File: config.mk
export PLATFORM = sky130hd
export DESIGN_NAME = apb_master_arb_flat
export DESIGN_NICKNAME = d
export VERILOG_FILES = /design/src/rtl/apb_master_arb_if.sv /design/src/rtl/apb_master_arb.sv /design/src/flat_wrapper.sv
export SDC_FILE = /design/constraint.sdc
export NUM_CORES = 1
export LEC_CHECK = 0
export BUFFER_PORTS_ARGS = -buffer_cell sky130_fd_sc_hd__buf_2
export CORE_MARGIN = 5
export CORE_UTILIZATION = 42
export CTS_BUF_LIST = sky130_fd_sc_hd__clkbuf_8
export CTS_CLUSTER_SIZE = 30
export DETAILED_ROUTE_END_ITERATION = 16
export GPL_ROUTABILITY_DRIVEN = 0
export HOLD_SLACK_MARGIN = 0.06
export MAX_ROUTING_LAYER = met4
export PLACE_DENSITY = 0.77
export REMOVE_ABC_BUFFERS = 1
export SYNTH_ARGS = -nofsm -noshare
export SYNTH_HDL_FRONTEND = slang
export SYNTH_SLANG_ARGS = --single-unit
File: constraint.sdc
create_clock -name PCLK -period 1.5 [get_ports PCLK]
set_input_delay 0.075 -clock PCLK [delete_from_list [all_inputs] [get_ports PCLK]]
set_output_delay 0.075 -clock PCLK [all_outputs]
set_load 0.02 [all_outputs]
File: src/rtl/apb_master_arb_if.sv
// Bundles the requester handshake and APB bus signals of apb_master_arb.
// The master modport is the arbiter view; the slave modport is the requester/APB-slave side.
interface apb_master_arb_if #(
   parameter int ADDRESSWIDTH = 3,
   parameter int DATAWIDTH    = 16
);
   logic                    req0_i;
   logic                    req0_write_i;
   logic [ADDRESSWIDTH-1:0] req0_addr_i;
   logic [DATAWIDTH-1:0]    req0_wdata_i;
   logic                    req1_i;
   logic                    req1_write_i;
   logic [ADDRESSWIDTH-1:0] req1_addr_i;
   logic [DATAWIDTH-1:0]    req1_wdata_i;
   logic                    done0_o;
   logic                    done1_o;
   logic [DATAWIDTH-1:0]    rdata_o;
   logic                    err_o;
   logic                    busy_o;
   logic                    PSELx_o;
   logic                    PENABLE_o;
   logic                    PWRITE_o;
   logic [ADDRESSWIDTH-1:0] PADDR_o;
   logic [DATAWIDTH-1:0]    PWDATA_o;
   logic [DATAWIDTH-1:0]    PRDATA_i;
   logic                    PREADY_i;

   modport master (
      input  req0_i, req0_write_i, req0_addr_i, req0_wdata_i,
      input  req1_i, req1_write_i, req1_addr_i, req1_wdata_i,
      input  PRDATA_i, PREADY_i,
      output done0_o, done1_o, rdata_o, err_o, busy_o,
      output PSELx_o, PENABLE_o, PWRITE_o, PADDR_o, PWDATA_o
   );

   modport slave (
      output req0_i, req0_write_i, req0_addr_i, req0_wdata_i,
      output req1_i, req1_write_i, req1_addr_i, req1_wdata_i,
      output PRDATA_i, PREADY_i,
      input  done0_o, done1_o, rdata_o, err_o, busy_o,
      input  PSELx_o, PENABLE_o, PWRITE_o, PADDR_o, PWDATA_o
   );
endinterface

File: src/rtl/apb_master_arb.sv
// Two-requester round-robin APB master with registered outputs and PREADY wait states.
// Define APB_TIMEOUT_EN to abort ACCESS after TIMEOUT wait cycles and flag it on err_o.
module apb_master_arb #(
   parameter int ADDRESSWIDTH = 3,
   parameter int DATAWIDTH    = 16,
   parameter int TIMEOUT      = 16
) (
   input logic              PCLK,
   input logic              PRESETn,
   apb_master_arb_if.master bus
);
   if (TIMEOUT < 2 || TIMEOUT > 255) begin : g_timeout_range
      $error("apb_master_arb: TIMEOUT must be in 2..255");
   end

   typedef enum logic [1:0] {IDLE, SETUP, ACCESS, CAPTURE} state_e;

   state_e                  state_q, state_d;
   logic                    last_grant_q, last_grant_d;
   logic                    grant_q, grant_d;
   logic                    psel_q, psel_d;
   logic                    penable_q, penable_d;
   logic                    pwrite_q, pwrite_d;
   logic [ADDRESSWIDTH-1:0] paddr_q, paddr_d;
   logic [DATAWIDTH-1:0]    pwdata_q, pwdata_d;
   logic [DATAWIDTH-1:0]    rdata_q, rdata_d;
   logic                    done0_q, done0_d;
   logic                    done1_q, done1_d;
   logic                    err_q, err_d;
   logic                    busy_q, busy_d;
   logic                    elig0, elig1;
   logic                    timed_out;

`ifdef APB_TIMEOUT_EN
   localparam logic [7:0] TMO_LAST = 8'(TIMEOUT - 1);
   logic [7:0] wait_cnt_q, wait_cnt_d;
   logic       tmo_q, tmo_d;
   assign timed_out = tmo_q;
`else
   assign timed_out = 1'b0;
`endif

   always_comb begin
      state_d      = state_q;
      last_grant_d = last_grant_q;
      grant_d      = grant_q;
      psel_d       = psel_q;
      penable_d    = penable_q;
      pwrite_d     = pwrite_q;
      paddr_d      = paddr_q;
      pwdata_d     = pwdata_q;
      rdata_d      = rdata_q;
      done0_d      = 1'b0;
      done1_d      = 1'b0;
      err_d        = 1'b0;
`ifdef APB_TIMEOUT_EN
      wait_cnt_d   = wait_cnt_q;
      tmo_d        = tmo_q;
`endif
      // A requester in its done cycle still holds req; masking it prevents a repeat transfer.
      elig0 = bus.req0_i & ~done0_q;
      elig1 = bus.req1_i & ~done1_q;
      unique case (state_q)
         IDLE: begin
            if (elig0 | elig1) begin
               grant_d      = (elig0 & elig1) ? ~last_grant_q : elig1;
               last_grant_d = grant_d;
               pwrite_d     = grant_d ? bus.req1_write_i : bus.req0_write_i;
               paddr_d      = grant_d ? bus.req1_addr_i  : bus.req0_addr_i;
               pwdata_d     = grant_d ? bus.req1_wdata_i : bus.req0_wdata_i;
               psel_d       = 1'b1;
               state_d      = SETUP;
`ifdef APB_TIMEOUT_EN
               tmo_d        = 1'b0;
`endif
            end
         end
         SETUP: begin
            penable_d = 1'b1;
            state_d   = ACCESS;
`ifdef APB_TIMEOUT_EN
            wait_cnt_d = '0;
`endif
         end
         ACCESS: begin
            if (bus.PREADY_i) begin
               psel_d    = 1'b0;
               penable_d = 1'b0;
               state_d   = CAPTURE;
            end
`ifdef APB_TIMEOUT_EN
            else if (wait_cnt_q == TMO_LAST) begin
               psel_d    = 1'b0;
               penable_d = 1'b0;
               tmo_d     = 1'b1;
               state_d   = CAPTURE;
            end else begin
               wait_cnt_d = wait_cnt_q + 8'd1;
            end
`endif
         end
         CAPTURE: begin
            if (!pwrite_q && !timed_out) rdata_d = bus.PRDATA_i;
            done0_d = ~grant_q;
            done1_d = grant_q;
            err_d   = timed_out;
            state_d = IDLE;
         end
         default: state_d = IDLE;
      endcase
      busy_d = (state_d != IDLE);
   end

   always_ff @(posedge PCLK or negedge PRESETn) begin
      if (!PRESETn) begin
         state_q      <= IDLE;
         last_grant_q <= 1'b1;
         grant_q      <= 1'b0;
         psel_q       <= 1'b0;
         penable_q    <= 1'b0;
         pwrite_q     <= 1'b0;
         paddr_q      <= '0;
         pwdata_q     <= '0;
         rdata_q      <= '0;
         done0_q      <= 1'b0;
         done1_q      <= 1'b0;
         err_q        <= 1'b0;
         busy_q       <= 1'b0;
`ifdef APB_TIMEOUT_EN
         wait_cnt_q   <= '0;
         tmo_q        <= 1'b0;
`endif
      end else begin
         state_q      <= state_d;
         last_grant_q <= last_grant_d;
         grant_q      <= grant_d;
         psel_q       <= psel_d;
         penable_q    <= penable_d;
         pwrite_q     <= pwrite_d;
         paddr_q      <= paddr_d;
         pwdata_q     <= pwdata_d;
         rdata_q      <= rdata_d;
         done0_q      <= done0_d;
         done1_q      <= done1_d;
         err_q        <= err_d;
         busy_q       <= busy_d;
`ifdef APB_TIMEOUT_EN
         wait_cnt_q   <= wait_cnt_d;
         tmo_q        <= tmo_d;
`endif
      end
   end

   assign bus.PSELx_o   = psel_q;
   assign bus.PENABLE_o = penable_q;
   assign bus.PWRITE_o  = pwrite_q;
   assign bus.PADDR_o   = paddr_q;
   assign bus.PWDATA_o  = pwdata_q;
   assign bus.rdata_o   = rdata_q;
   assign bus.done0_o   = done0_q;
   assign bus.done1_o   = done1_q;
   assign bus.err_o     = err_q;
   assign bus.busy_o    = busy_q;
endmodule

File: src/flat_wrapper.sv
// flat-port wrapper written by rule: the top's interface ports become plain ports
module apb_master_arb_flat 
#(
   parameter int ADDRESSWIDTH = 3,
   parameter int DATAWIDTH    = 16,
   parameter int TIMEOUT      = 16
)
  (PCLK, PRESETn, bus_req0_i, bus_req0_write_i, bus_req0_addr_i, bus_req0_wdata_i, bus_req1_i, bus_req1_write_i, bus_req1_addr_i, bus_req1_wdata_i, bus_PRDATA_i, bus_PREADY_i, bus_done0_o, bus_done1_o, bus_rdata_o, bus_err_o, bus_busy_o, bus_PSELx_o, bus_PENABLE_o, bus_PWRITE_o, bus_PADDR_o, bus_PWDATA_o);
  apb_master_arb_if #(.ADDRESSWIDTH(ADDRESSWIDTH), .DATAWIDTH(DATAWIDTH)) bus_i ();
  input logic PCLK;
  input logic PRESETn;
  input wire logic [$bits(bus_i.req0_i)-1:0] bus_req0_i;
  input wire logic [$bits(bus_i.req0_write_i)-1:0] bus_req0_write_i;
  input wire logic [$bits(bus_i.req0_addr_i)-1:0] bus_req0_addr_i;
  input wire logic [$bits(bus_i.req0_wdata_i)-1:0] bus_req0_wdata_i;
  input wire logic [$bits(bus_i.req1_i)-1:0] bus_req1_i;
  input wire logic [$bits(bus_i.req1_write_i)-1:0] bus_req1_write_i;
  input wire logic [$bits(bus_i.req1_addr_i)-1:0] bus_req1_addr_i;
  input wire logic [$bits(bus_i.req1_wdata_i)-1:0] bus_req1_wdata_i;
  input wire logic [$bits(bus_i.PRDATA_i)-1:0] bus_PRDATA_i;
  input wire logic [$bits(bus_i.PREADY_i)-1:0] bus_PREADY_i;
  output wire logic [$bits(bus_i.done0_o)-1:0] bus_done0_o;
  output wire logic [$bits(bus_i.done1_o)-1:0] bus_done1_o;
  output wire logic [$bits(bus_i.rdata_o)-1:0] bus_rdata_o;
  output wire logic [$bits(bus_i.err_o)-1:0] bus_err_o;
  output wire logic [$bits(bus_i.busy_o)-1:0] bus_busy_o;
  output wire logic [$bits(bus_i.PSELx_o)-1:0] bus_PSELx_o;
  output wire logic [$bits(bus_i.PENABLE_o)-1:0] bus_PENABLE_o;
  output wire logic [$bits(bus_i.PWRITE_o)-1:0] bus_PWRITE_o;
  output wire logic [$bits(bus_i.PADDR_o)-1:0] bus_PADDR_o;
  output wire logic [$bits(bus_i.PWDATA_o)-1:0] bus_PWDATA_o;
  assign bus_i.req0_i = bus_req0_i;
  assign bus_i.req0_write_i = bus_req0_write_i;
  assign bus_i.req0_addr_i = bus_req0_addr_i;
  assign bus_i.req0_wdata_i = bus_req0_wdata_i;
  assign bus_i.req1_i = bus_req1_i;
  assign bus_i.req1_write_i = bus_req1_write_i;
  assign bus_i.req1_addr_i = bus_req1_addr_i;
  assign bus_i.req1_wdata_i = bus_req1_wdata_i;
  assign bus_i.PRDATA_i = bus_PRDATA_i;
  assign bus_i.PREADY_i = bus_PREADY_i;
  assign bus_done0_o = bus_i.done0_o;
  assign bus_done1_o = bus_i.done1_o;
  assign bus_rdata_o = bus_i.rdata_o;
  assign bus_err_o = bus_i.err_o;
  assign bus_busy_o = bus_i.busy_o;
  assign bus_PSELx_o = bus_i.PSELx_o;
  assign bus_PENABLE_o = bus_i.PENABLE_o;
  assign bus_PWRITE_o = bus_i.PWRITE_o;
  assign bus_PADDR_o = bus_i.PADDR_o;
  assign bus_PWDATA_o = bus_i.PWDATA_o;
  apb_master_arb #(.ADDRESSWIDTH(ADDRESSWIDTH), .DATAWIDTH(DATAWIDTH), .TIMEOUT(TIMEOUT)) u_core (.PCLK(PCLK), .PRESETn(PRESETn), .bus(bus_i));
endmodule
==> run_results.csv <==
group,metric,value,unit
floorplan,fp-row-count,25,
timing,setup_viol,0,
placed_design,hpwl,3.484,mm
timing,finalCriticalPeriod,1.484,ns
critical_path,r2r-start,"u_core.state_q[0]$_DFF_PN0_",
route,dr_wl_met3,565,µm
route,drc,0,
synthesis,synth.ff_latch_count,45,
route,routed_wl,6.647,mm
placed_design,place_ws,0.01956,ns
placed_design,placed_cells,334,
timing,totalNegativeSetupSlack,0,ns
placed_design,portBuffers,101,
synthesis,synth_area,1983,µm²
route,m1WireLength,2.461,mm
synthesis,ys_seq_area_share,56.85,%
route,route.met2.wl,3.410,mm
clock_tree,cts_root_buffer,"clkbuf_8",
power_and_ir_drop,vdd_drop_max,0.8680,mV
grt,grt_max_degree,46,
finish,finalNetCount,417,
clock_tree,clock_latency,0.29,ns
flow_run,cap_violations,0,
clock_tree,clk_pin_slew,0.08,ns
finish,drive_gt1_share,42.61,%
finish,area_delta_synth_final,70.22,%
clock_tree,cts.sinks,45,
synthesis,syn-mean-instance-area,10.78,µm²
critical_path,startpoint,"u_core.state_q[0]$_DFF_PN0_",
clock_tree,ctsLongestPathBuffers,2,
floorplan,die_w,78.72,µm
critical_path,crit_path_max_incr_delay,0.43,ns
synthesis,ys_types,25,
critical_path,crit_arrival,1.70,ns
route,postRouteAntennaNets,0,
timing,rsz0062_at_grt,"yes",
clock_tree,cts_tree,"done",
grt,track_usage,20.67,%
power_and_ir_drop,p_per_area,1919,nW/µm²
timing,worst_pin_slew,0.5632,ns
floorplan,initial_core_util,42.55,%
floorplan,dieArea,6196,µm²
timing,fin_hold_ws,0.2325,ns
clock_tree,htree_levels,2,
floorplan,die_y,78.72,µm
finish,stdcell_count,406,
grt,grt-ovfl-total,0,
critical_path,required,1.71,ns
timing,timing.fmax,673.7,MHz
critical_path,path_class,"flip-flop to flip-flop",
timing,finClkSkew,0.005915,ns
synthesis,yosys_warnings,0,
finish,antenna_cells,0,
timing,final_hold_viol_count,0,
grt,antenna_found_initial,0,
route,dr.max_layer_used,"met4",
critical_path,worstPathMaxFanout,6,
route,vias_per_cell,4.946,
grt,grt_pass1_wl,9.597,mm
critical_path,cp_top_family,"flip-flops",
timing,setup_slack,0.01560,ns
synthesis,syn-instance-count,184,
route,dr.pass1.iters,4,
route,vias,2008,
critical_path,crit_chain,"inv_2 -> ha_2 -> a21boi_4 -> buf_12 -> clkbuf_16 -> nor2_1 -> a31oi_1",
critical_path,r2r_slack,0.02,ns
critical_path,startpoint_type,"flip-flop",
critical_path,endpoint_kind,"flip-flop",
timing,drv_slew,0,
critical_path,crit_slowest_cell,"dfrtp_1",
timing,min_period_over_period,98.96,%
clock_tree,numCtsBuffers,5,
grt,grt_pass1_vias,2071,
power_and_ir_drop,finalPower,6.477,mW
power_and_ir_drop,p_leak,1.630,nW
floorplan,io_pins,103,
timing,relSlewSlack,62.45,%
status,status,"finished clean",
min_path,holdCritStartpoint,"bus_req0_i",
min_path,hold_class,"primary input to flip-flop",
critical_path,crit_buf_inv,3,
route,drtIter0Drc,126,
route,wl_per_cell,16.37,µm
floorplan,core_area,4661,µm²
final timing paths:
path                                                            to  cells past startpoint
worst max-delay path            u_core.bus.PWDATA_o[2]$_DFFE_PN0P_                      7
worst min-delay path               u_core.bus.PWRITE_o$_DFFE_PN0P_                      4
worst max register to register  u_core.bus.PWDATA_o[2]$_DFFE_PN0P_                      7
worst min register to register        u_core.bus.done0_o$_DFF_PN0_                      1
max in group asynchronous          u_core.last_grant_q$_DFFE_PN1P_                      3
min in group asynchronous       u_core.bus.rdata_o[12]$_DFFE_PN0P_                      3
layer usage:
metal / GRT usage (%) / vias to the layer above
met3: 4.649 / 20
met5: - / -
li1: - / 948
met4: 13.29 / 0
met1: 21.63 / 936
met2: 35.14 / 104
tightest hold or removal path, stage by stage:
cell and delay (ns):
buf_2 0.14, a31oi_4 0.13, nand2_1 0.07, a31oi_1 0.07
through the flow:
stage                     cell area, µm²  utilization [%]
after floorplan                     1911                -
after global placement              2566            55.06
after detailed placement            2566            55.06
after CTS                           3243            69.58
after global routing                3376            72.43
final                               3376            72.43
cells in the final DEF (no fill, tap or decap), types with 2 or more instances in the layout:
cell             n
buf_2          101
dlygate4sd3_1   58
dfrtp_1         44
nand2_1         43
nor2_1          23
a31oi_1         21
mux2_2          16
clkbuf_8         6
buf_12           4
ha_2             3
clkbuf_16        3
buf_4            3
inv_2            2
inv_1            2
a22o_1           2
ha_1             2
buf_6            2
cell usage after synthesis:
master	count	share of area, %
dfrtp_1	44	56
nand2_1	43	8.1
nor2_1	23	4.4
a31oi_1	21	6.6
mux2_2	16	9.1
buf_2	7	1.8
ha_1	5	3.2
inv_1	4	0.76
a22o_1	2	0.88
buf_4	2	0.76
buf_6	2	1.1
nor2b_1	2	0.63
a21boi_4	1	0.95
a31o_2	1	0.44
a31oi_4	1	1.1
and2_1	1	0.32
conb_1	1	0.19
dfstp_2	1	1.3
nand2b_2	1	0.44
nand2b_4	1	0.69
nand3_1	1	0.25
o22a_1	1	0.44
o22ai_1	1	0.32
o2bb2ai_1	1	0.44
or2_2	1	0.32
timing repair:
action                     4_1_cts  5_1_grt
setup buffers                    0        2
hold endpoints to repair        81        0
resized for setup                0       11
hold buffers                    58        0
setup endpoints to repair        0       38
final cells by class:
type	instances	area [µm²]
timing repair buffer	171	1286
sequential	45	1127
multi-input combinational	124	783.3
clock buffer	6	82.58
fill	322	1285
clock inverter	2	13.76
inverter	4	15.01
tap	54	67.56
registers in the layout, indices dropped and copies added, names as in the netlist:
name,cells
u_core.bus.PWDATA_o,16
u_core.bus.rdata_o,16
u_core.bus.PADDR_o,3
u_core.state_q,2
u_core.bus.PENABLE_o,1
u_core.bus.PSELx_o,1
u_core.bus.PWRITE_o,1
u_core.bus.busy_o,1
u_core.bus.done0_o,1
u_core.bus.done1_o,1
u_core.grant_q,1
u_core.last_grant_q,1
logic make-up after synthesis:
family                   synth area share, %
multiplexers                           9.085
AO/OA/AOI/OAI                          11.17
buffers and inverters                  4.416
adder cells (fa/ha/maj)                3.155
other                                 0.1891
AND/OR/NAND/NOR                        15.14
flip-flops                             56.85
power by group:
part	switching (mW)	leakage [nW]	total [mW]	internal [mW]
registers	0.373	0.519	2.21	1.84
clock network	0.400	0.0512	0.773	0.373
logic	1.90	1.06	3.49	1.59
(Power assumes the default switching activity.)
